<file path="src/rtl/multi_cycle_ctrl.sv">
// Main control FSM for the multi-cycle MIPS datapath: sequences fetch/decode/
// execute/memory/writeback and drives every mux select, write enable and alu_op.
module multi_cycle_ctrl (
  input  logic       clk,
  input  logic       rst,
  input  logic [5:0] opcode,
  input  logic [5:0] funct,
  input  logic       mem_ready,
  output logic       pc_write,
  output logic       pc_write_cond,
  output logic       iord,
  output logic       mem_read,
  output logic       mem_write,
  output logic       ir_write,
  output logic       reg_dst,
  output logic       mem_to_reg,
  output logic       reg_write,
  output logic [1:0] alu_src_a,
  output logic [1:0] alu_src_b,
  output logic [2:0] alu_op,
  output logic [1:0] pc_source,
  output logic       illegal
);

  localparam logic [5:0] OP_RTYPE = 6'h00;
  localparam logic [5:0] OP_J     = 6'h02;
  localparam logic [5:0] OP_BEQ   = 6'h04;
  localparam logic [5:0] OP_ADDI  = 6'h08;
  localparam logic [5:0] OP_SLTI  = 6'h0A;
  localparam logic [5:0] OP_LW    = 6'h23;
  localparam logic [5:0] OP_SW    = 6'h2B;

  localparam logic [2:0] ALU_ADD = 3'b010;
  localparam logic [2:0] ALU_SUB = 3'b110;
  localparam logic [2:0] ALU_SLT = 3'b111;

  typedef enum logic [3:0] {
    S_FETCH, S_DECODE, S_MEMADR, S_MEMRD, S_MEMWB, S_MEMWR,
    S_RTYPE_EX, S_RTYPE_WB, S_BEQ_EX, S_JUMP, S_IMM_EX, S_IMM_WB
  } state_t;

  state_t     state, next_state;
  logic [2:0] rtype_op;
  logic       rtype_ok;

  always_comb begin
    rtype_ok = 1'b1;
    rtype_op = ALU_ADD;
    case (funct)
      6'h20:   rtype_op = 3'b010;
      6'h22:   rtype_op = 3'b110;
      6'h24:   rtype_op = 3'b000;
      6'h25:   rtype_op = 3'b001;
      6'h26:   rtype_op = 3'b011;
      6'h27:   rtype_op = 3'b100;
      6'h2A:   rtype_op = 3'b111;
      6'h02:   rtype_op = 3'b101;
      default: rtype_ok = 1'b0;
    endcase
  end

  // NOTE: state registers use non-blocking assignments so every flop samples
  // pre-edge values; blocking here would create order-dependent simulation.
  always_ff @(posedge clk or posedge rst) begin
    if (rst) state <= S_FETCH;
    else     state <= next_state;
  end

  // NOTE: every output and next_state gets a default before the case, so no
  // path through this block leaves a variable unassigned and no latch appears.
  always_comb begin
    next_state    = state;
    pc_write      = 1'b0;
    pc_write_cond = 1'b0;
    iord          = 1'b0;
    mem_read      = 1'b0;
    mem_write     = 1'b0;
    ir_write      = 1'b0;
    reg_dst       = 1'b0;
    mem_to_reg    = 1'b0;
    reg_write     = 1'b0;
    alu_src_a     = 2'b00;
    alu_src_b     = 2'b00;
    alu_op        = ALU_ADD;
    pc_source     = 2'b00;
    illegal       = 1'b0;

    case (state)
      S_FETCH: begin
        mem_read  = 1'b1;
        alu_src_b = 2'b01;
        ir_write  = mem_ready;
        pc_write  = mem_ready;
        if (mem_ready) next_state = S_DECODE;
      end
      S_DECODE: begin
        alu_src_b = 2'b11;
        case (opcode)
          OP_RTYPE:     next_state = rtype_ok ? S_RTYPE_EX : S_FETCH;
          OP_LW, OP_SW: next_state = S_MEMADR;
          OP_BEQ:       next_state = S_BEQ_EX;
          OP_J:         next_state = S_JUMP;
          OP_ADDI,
          OP_SLTI:      next_state = S_IMM_EX;
          default:      next_state = S_FETCH;
        endcase
        illegal = (next_state == S_FETCH);
      end
      S_MEMADR: begin
        alu_src_a  = 2'b01;
        alu_src_b  = 2'b10;
        next_state = (opcode == OP_LW) ? S_MEMRD : S_MEMWR;
      end
      S_MEMRD: begin
        mem_read = 1'b1;
        iord     = 1'b1;
        if (mem_ready) next_state = S_MEMWB;
      end
      S_MEMWB: begin
        reg_write  = 1'b1;
        mem_to_reg = 1'b1;
        next_state = S_FETCH;
      end
      S_MEMWR: begin
        mem_write = 1'b1;
        iord      = 1'b1;
        if (mem_ready) next_state = S_FETCH;
      end
      S_RTYPE_EX: begin
        // SRL shifts rt by shamt, which the datapath takes from sext(imm)[10:6].
        alu_src_a  = (funct == 6'h02) ? 2'b10 : 2'b01;
        alu_src_b  = (funct == 6'h02) ? 2'b10 : 2'b00;
        alu_op     = rtype_op;
        next_state = S_RTYPE_WB;
      end
      S_RTYPE_WB: begin
        reg_write  = 1'b1;
        reg_dst    = 1'b1;
        next_state = S_FETCH;
      end
      S_BEQ_EX: begin
        alu_src_a     = 2'b01;
        alu_op        = ALU_SUB;
        pc_write_cond = 1'b1;
        pc_source     = 2'b01;
        next_state    = S_FETCH;
      end
      S_JUMP: begin
        pc_write   = 1'b1;
        pc_source  = 2'b10;
        next_state = S_FETCH;
      end
      S_IMM_EX: begin
        alu_src_a  = 2'b01;
        alu_src_b  = 2'b10;
        alu_op     = (opcode == OP_SLTI) ? ALU_SLT : ALU_ADD;
        next_state = S_IMM_WB;
      end
      S_IMM_WB: begin
        reg_write  = 1'b1;
        next_state = S_FETCH;
      end
      default: next_state = S_FETCH;
    endcase

    // Reset silences the datapath immediately, even mid-instruction.
    if (rst) begin
      pc_write      = 1'b0;
      pc_write_cond = 1'b0;
      iord          = 1'b0;
      mem_read      = 1'b0;
      mem_write     = 1'b0;
      ir_write      = 1'b0;
      reg_dst       = 1'b0;
      mem_to_reg    = 1'b0;
      reg_write     = 1'b0;
      alu_src_a     = 2'b00;
      alu_src_b     = 2'b00;
      alu_op        = ALU_ADD;
      pc_source     = 2'b00;
      illegal       = 1'b0;
    end
  end

endmodule
</file>
<file path="config.mk">
export PLATFORM = sky130hd
export DESIGN_NAME = multi_cycle_ctrl
export DESIGN_NICKNAME = d
export VERILOG_FILES = /design/src/rtl/multi_cycle_ctrl.sv
export SDC_FILE = /design/constraint.sdc
export NUM_CORES = 1
export LEC_CHECK = 0
export CORE_MARGIN = 5
export CORE_UTILIZATION = 40
export CTS_BUF_LIST = sky130_fd_sc_hd__clkbuf_2 sky130_fd_sc_hd__clkbuf_4 sky130_fd_sc_hd__clkbuf_8
export DETAILED_ROUTE_END_ITERATION = 12
export HOLD_SLACK_MARGIN = 0.1
export PLACE_DENSITY = 0.88
export SETUP_SLACK_MARGIN = 0.02
export SYNTH_ARGS = -nofsm -noshare
export SYNTH_HDL_FRONTEND = slang
export SYNTH_SLANG_ARGS = --single-unit
</file>
<file path="constraint.sdc">
create_clock -name clk -period 2.39 [get_ports clk]
set_input_delay 0.478 -clock clk [delete_from_list [all_inputs] [get_ports clk]]
set_output_delay 0.478 -clock clk [all_outputs]
set_load 0.02 [all_outputs]
</file>
== After elaboration in Yosys (flattened, before gate mapping) ==
Cells that the tools add are included.
Word-level totals
  register bits after elaboration: 4
  word-level logic and storage cells: 82
  output and inout port bits: 19
  input bits: 15
Cells by class
  equality and inequality tests: 28
  reductions and logical operators: 12
  mux-type cells: 41
Operator list (count)
  == test 6 bit, second input constant: 9
  one-hot mux 4 bit (7 select lines): 1
  one-hot mux 3 bit (7 select lines): 1
  2-to-1 mux 1 bit: 20
  one-hot mux 4 bit (5 select lines): 1
  == test 4 x 3 -> 1 bit, second input constant: 4
  == test 4 bit, second input constant: 4
  2-to-1 mux 4 bit: 4
  == test 6 x 2 -> 1 bit, second input constant: 2
  == test 6 x 4 -> 1 bit, second input constant: 2
  2-to-1 mux 3 bit: 4
  2-to-1 mux 2 bit: 5
  OR reduction 2 bit: 5
  one-hot mux 3 bit (3 select lines): 1
  == test 4 x 2 -> 1 bit, second input constant: 2
  zero test 4 bit: 2
  one-hot mux 2 bit (2 select lines): 2
  one-hot mux 2 bit (4 select lines): 1
  OR reduction 8 bit: 1
  == test 6 x 3 -> 1 bit, second input constant: 1
  zero test 6 bit: 1
  != test 2 bit, second input constant: 3
  OR reduction 3 bit: 2
  == test 4 x 1 -> 1 bit, second input constant: 1
  other kinds (2): 2

== Logic depth before layout (Yosys ltp) ==
  depth in word-level cells: 9
  mapped depth: 7
  mapped depth without buffers: 5

== Worst setup path after synthesis ==
Ideal clock, no wire load.
  path type: in2out
  start point: input opcode[0]
  end point: output alu_op[0]
  arrival time: 1832 ps
  buffers on the path: 0
  data required time: 1912 ps
  path slack: 80 ps
  stages on the path: 4
  path through: nor4_1 -> nand3_1 -> or3_1 -> a21oi_1
Between the ends
  cells in the longest elaborated chain, start to end: 4
RTL lines
  start: declaration: line 6  | input logic [5:0] opcode,
  == test 6 x 4 -> 1 bit: line 156  | alu_op = (opcode == OP_SLTI) ? ALU_SLT : ALU_ADD;
  2-to-1 mux 3 bit: line 156
  one-hot mux 3 bit (3 select lines): line 88  | case (state)
  2-to-1 mux 3 bit: line 167  | if (rst) begin
  end: declaration: line 20  | output logic [2:0] alu_op,
No other way between the ends.

== Worst setup path after layout ==
  start point: input funct[0]
  end point: output alu_op[1]
Between the ends
  cells in the longest elaborated chain, start to end: 4
  elaborated cells between the ends (all ways): 10
  classes of those cells: eq/ne (7); mux (3)
RTL lines
  start: declaration: line 7  | input logic [5:0] funct,
  == test 6 x 2 -> 1 bit or == test 6 bit (tied branches): line 49  | case (funct)
  one-hot mux 3 bit (7 select lines) (*): line 49
  one-hot mux 3 bit (3 select lines) (*): line 88
  2-to-1 mux 3 bit (*): line 167
Every way passes the cells marked *; elsewhere a longest branch is shown, timed or not.

==> results.md <==
* Post-Syn Area per Cell at 6.604 um2
* CTS tree: yes
* Slowest-stage cell, CP: a2111oi_4
* Worst path bufs/invs at 3
* P_int at approximately 0.24 mW
* Die area at ~2900 um2
* Worst-Margin Slew at about 320 ps
* Minimum clock period at between 2000 and 2500 ps
* Clock power share at 21.5%
* Register area at between 100 and 150 um2
* Final setup viols at 0
* Fill cells at ~140
* Synth top area share at between 10% and 20%
* Cell Chain, Critical Path: clkdlybuf4s15_1, nor2b_4, nand3b_1, a2111oi_4, buf_4, nand4_1, buf_2
* Hold-fix buffer count after cts at 0
* Antenna violations before repair at 0
* RSZ-0062 raised after global routing: yes
* Post-synthesis register bit count at 4
* Post-Syn Area at roughly 760 um2
* Clk sinks at 4
* Reg with most FFs: state
* # diodes at 0
* Hold_ws at between 600 and 700 ps
* Number of synthesis warnings at 0
* Die span in y at around 54 um
* Final #Nets at between 150 and 200
* Fmax at 423.7 MHz
* Sequential fraction of the synthesis area at 13.18%
* Multi-input combinational cell area at ~650 um2
* H-tree depth at 1
* Top-count cell post-synth: nor2_1
* Drt drc at 0
* Vias in the first global route at 1160
* Pre-antenna DRT Iters at 5
* Die Wd at about 54 um
* Max VDD drop at 0.3366 mV
* Final hold violations at 0
* Port-buffer cells at 33
* Crit-path max cell delay at approximately 420 ps
* CTS buffer count at 3
* Final core utilization at between 70 and 80%
* Num ports at 34
* Dominant synthesized flop cell: dfrtp_1
* Final ANT Viol Nets at 0
* Grt ovf at 0
* Post-synth EDFFs at 0
* Cell count after synthesis at between 100 and 150
* Hpwl dp at roughly 2.4 mm
* Pleak at between 0.6 and 0.7 nW
* Status: finished clean
* Drt total wl at about 3.5 mm
* Final TNS setup at 0 ps
* Normalized max-slew margin at roughly four fifths
* Worst path top cell family by delay: buffers and inverters
* Top post-synthesis cells by count: nor2_1, clkbuf_1, a21oi_1
* Row Count at 15
* Cell Pwr Density at between 200 and 300 nW/um2
* Switching power at 0.1521 mW
* WP data required at 1910 ps
* Largest net degree at the start of global routing at 18
* Iteration-0 DRC Markers at 83
* CTS Root Cell: clkbuf_4
* Final Wtd Congestion at between 1 and 1.5
* Share of cells above drive strength 1 at about 34%
* Initial Utilization at 43.05%
* GRT Total Usage at roughly a quarter
* CP Max Fanout at 3
* Avg WL per Cell at ~17 um
* Area leader, netlist: dfrtp_1
* Synth top area cells: dfrtp_1, nor2_1, a21oi_1
* Worst Hold Class: flip-flop to flip-flop
* Combinational Power Share at between 50% and 60%
* Seq pwr share at 19.4%
* Vias per cell at roughly 6.1
* Worst setup path category: primary input to primary output
* Crit path DAT at ~1900 ps
* Worst-skew pair later-pin latency at around 240 ps
* Max Cap Violations at 0
* CORE AREA at 1764 um2
* Sw Ratio at approximately two fifths
* Final Slew Violations at 0
* CP endpoint kind: primary output
* Worst-path clk slew at 40 ps
* Layout area overhead at 85.01%
* Layout Skew at between 4 and 5 ps
* Max reg flops at 4
* Yosys cell types at 43
* Global-route wire length before repair at 5.023 mm
* Crit path launch type: primary input
* Largest regs: state: 4 flops
* Asr flop ratio synth at 100.0%
* Routed vias at 1242
* Post-Synthesis Net Count at 130
* CTS max path bufs at 2
* Tcrit/Tclk final at 98.76%
==> cell families (layout without fill, tap and decap cells) <==
kind of cell / count (synthesis) / after routing / share of synthesized area, %
DFF: 4 / 4 / 13.18
xor gates and xnor gates: 3 / 3 / 3.460
and+or+nand+nor: 61 / 61 / 45.31
AOI/OAI and AO/OA: 30 / 30 / 27.51
buffers and inverters: 15 / 80 / 7.907
muxes: 2 / 2 / 2.636
==> repair_timing <==
item,4_1_cts,5_1_grt
gates resized for setup,57,17
pin swaps,8,5
buffers inserted,3,2
endpoints found under the setup margin,19,7
gates cloned,0,0
==> cell type report <==
| class | count | share of cell area [%] |
|---|---|---|
| clock buffer | 3 | 1.603 |
| inverter | 4 | 1.069 |
| multi-input combinational | 96 | 46.30 |
| sequential | 4 | 7.124 |
| tap | 25 | 2.226 |
| timing repair buffer | 73 | 41.67 |
==> power by group through the flow <==
stage / logic (mW) / registers (mW) / clock network [mW]
finish: 0.230 / 0.0755 / 0.0838
global route: 0.245 / 0.0757 / 0.0938
CTS: 0.218 / 0.0753 / 0.0856
detailed placement: 0.222 / 0.0761 / 0
global placement: 0.215 / 0.0759 / 0
floorplan: 0.102 / 0.0740 / 0
==> worst paths after layout <==
check | startpoint | end | slack (ps) | depth (start not counted)
hold / removal | state[3] | state[2] | 660 | 2
min in group asynchronous | rst | state[0] | 890 | 4
setup reg to reg | state[2] | state[2] | 950 | 5
setup / recovery | funct[0] | alu_op[1] | 30 | 7
hold reg to reg | state[3] | state[2] | 660 | 2
max in group asynchronous | rst | state[3] | 1400 | 4
==> per-stage QoR <==
stage	total power, mW	setup WS, ps	instance area [um2]	std cells
2_1_floorplan	0.1764	79.85	759.5	115
3_3_place_gp	0.2906	-619.1	1339	197
3_5_place_dp	0.2983	-772.0	1339	197
4_1_cts	0.3791	38.39	1374	203
5_1_grt	0.4145	-62.40	1405	205
6_report	0.3895	29.59	1405	205
==> cells in the final DEF (no fill, tap or decap), types with 3 or more instances in the layout <==
cell and count:
nor3_1 6, nand2b_1 6, inv_1 4, dfrtp_1 4
buf_4 40, nand2_1 5, clkdlybuf4s15_1 6, nor4_1 4
clkbuf_4 3, clkdlybuf4s50_1 3, clkbuf_2 4, o21ai_0 6
a21oi_1 7, dlygate4sd2_1 15, and2_1 3, nor2_1 12
and3_1 4, buf_6 3
==> layer usage <==
layer / track usage, % / wire [um]
met3: 3.878 / 257
met4: 14.04 / 128
met5: 0 / 0
met1: 27.09 / 1393
met2: 40.61 / 1690
==> worst reg2reg max path, stage by stage (launching register included) <==
cell and delay [ps]:
dfrtp_1 430, buf_4 220, nor2_1 220, o311a_2 220
a21oi_1 40, a211oi_1 210
Power figures use the tool's default switching activity.
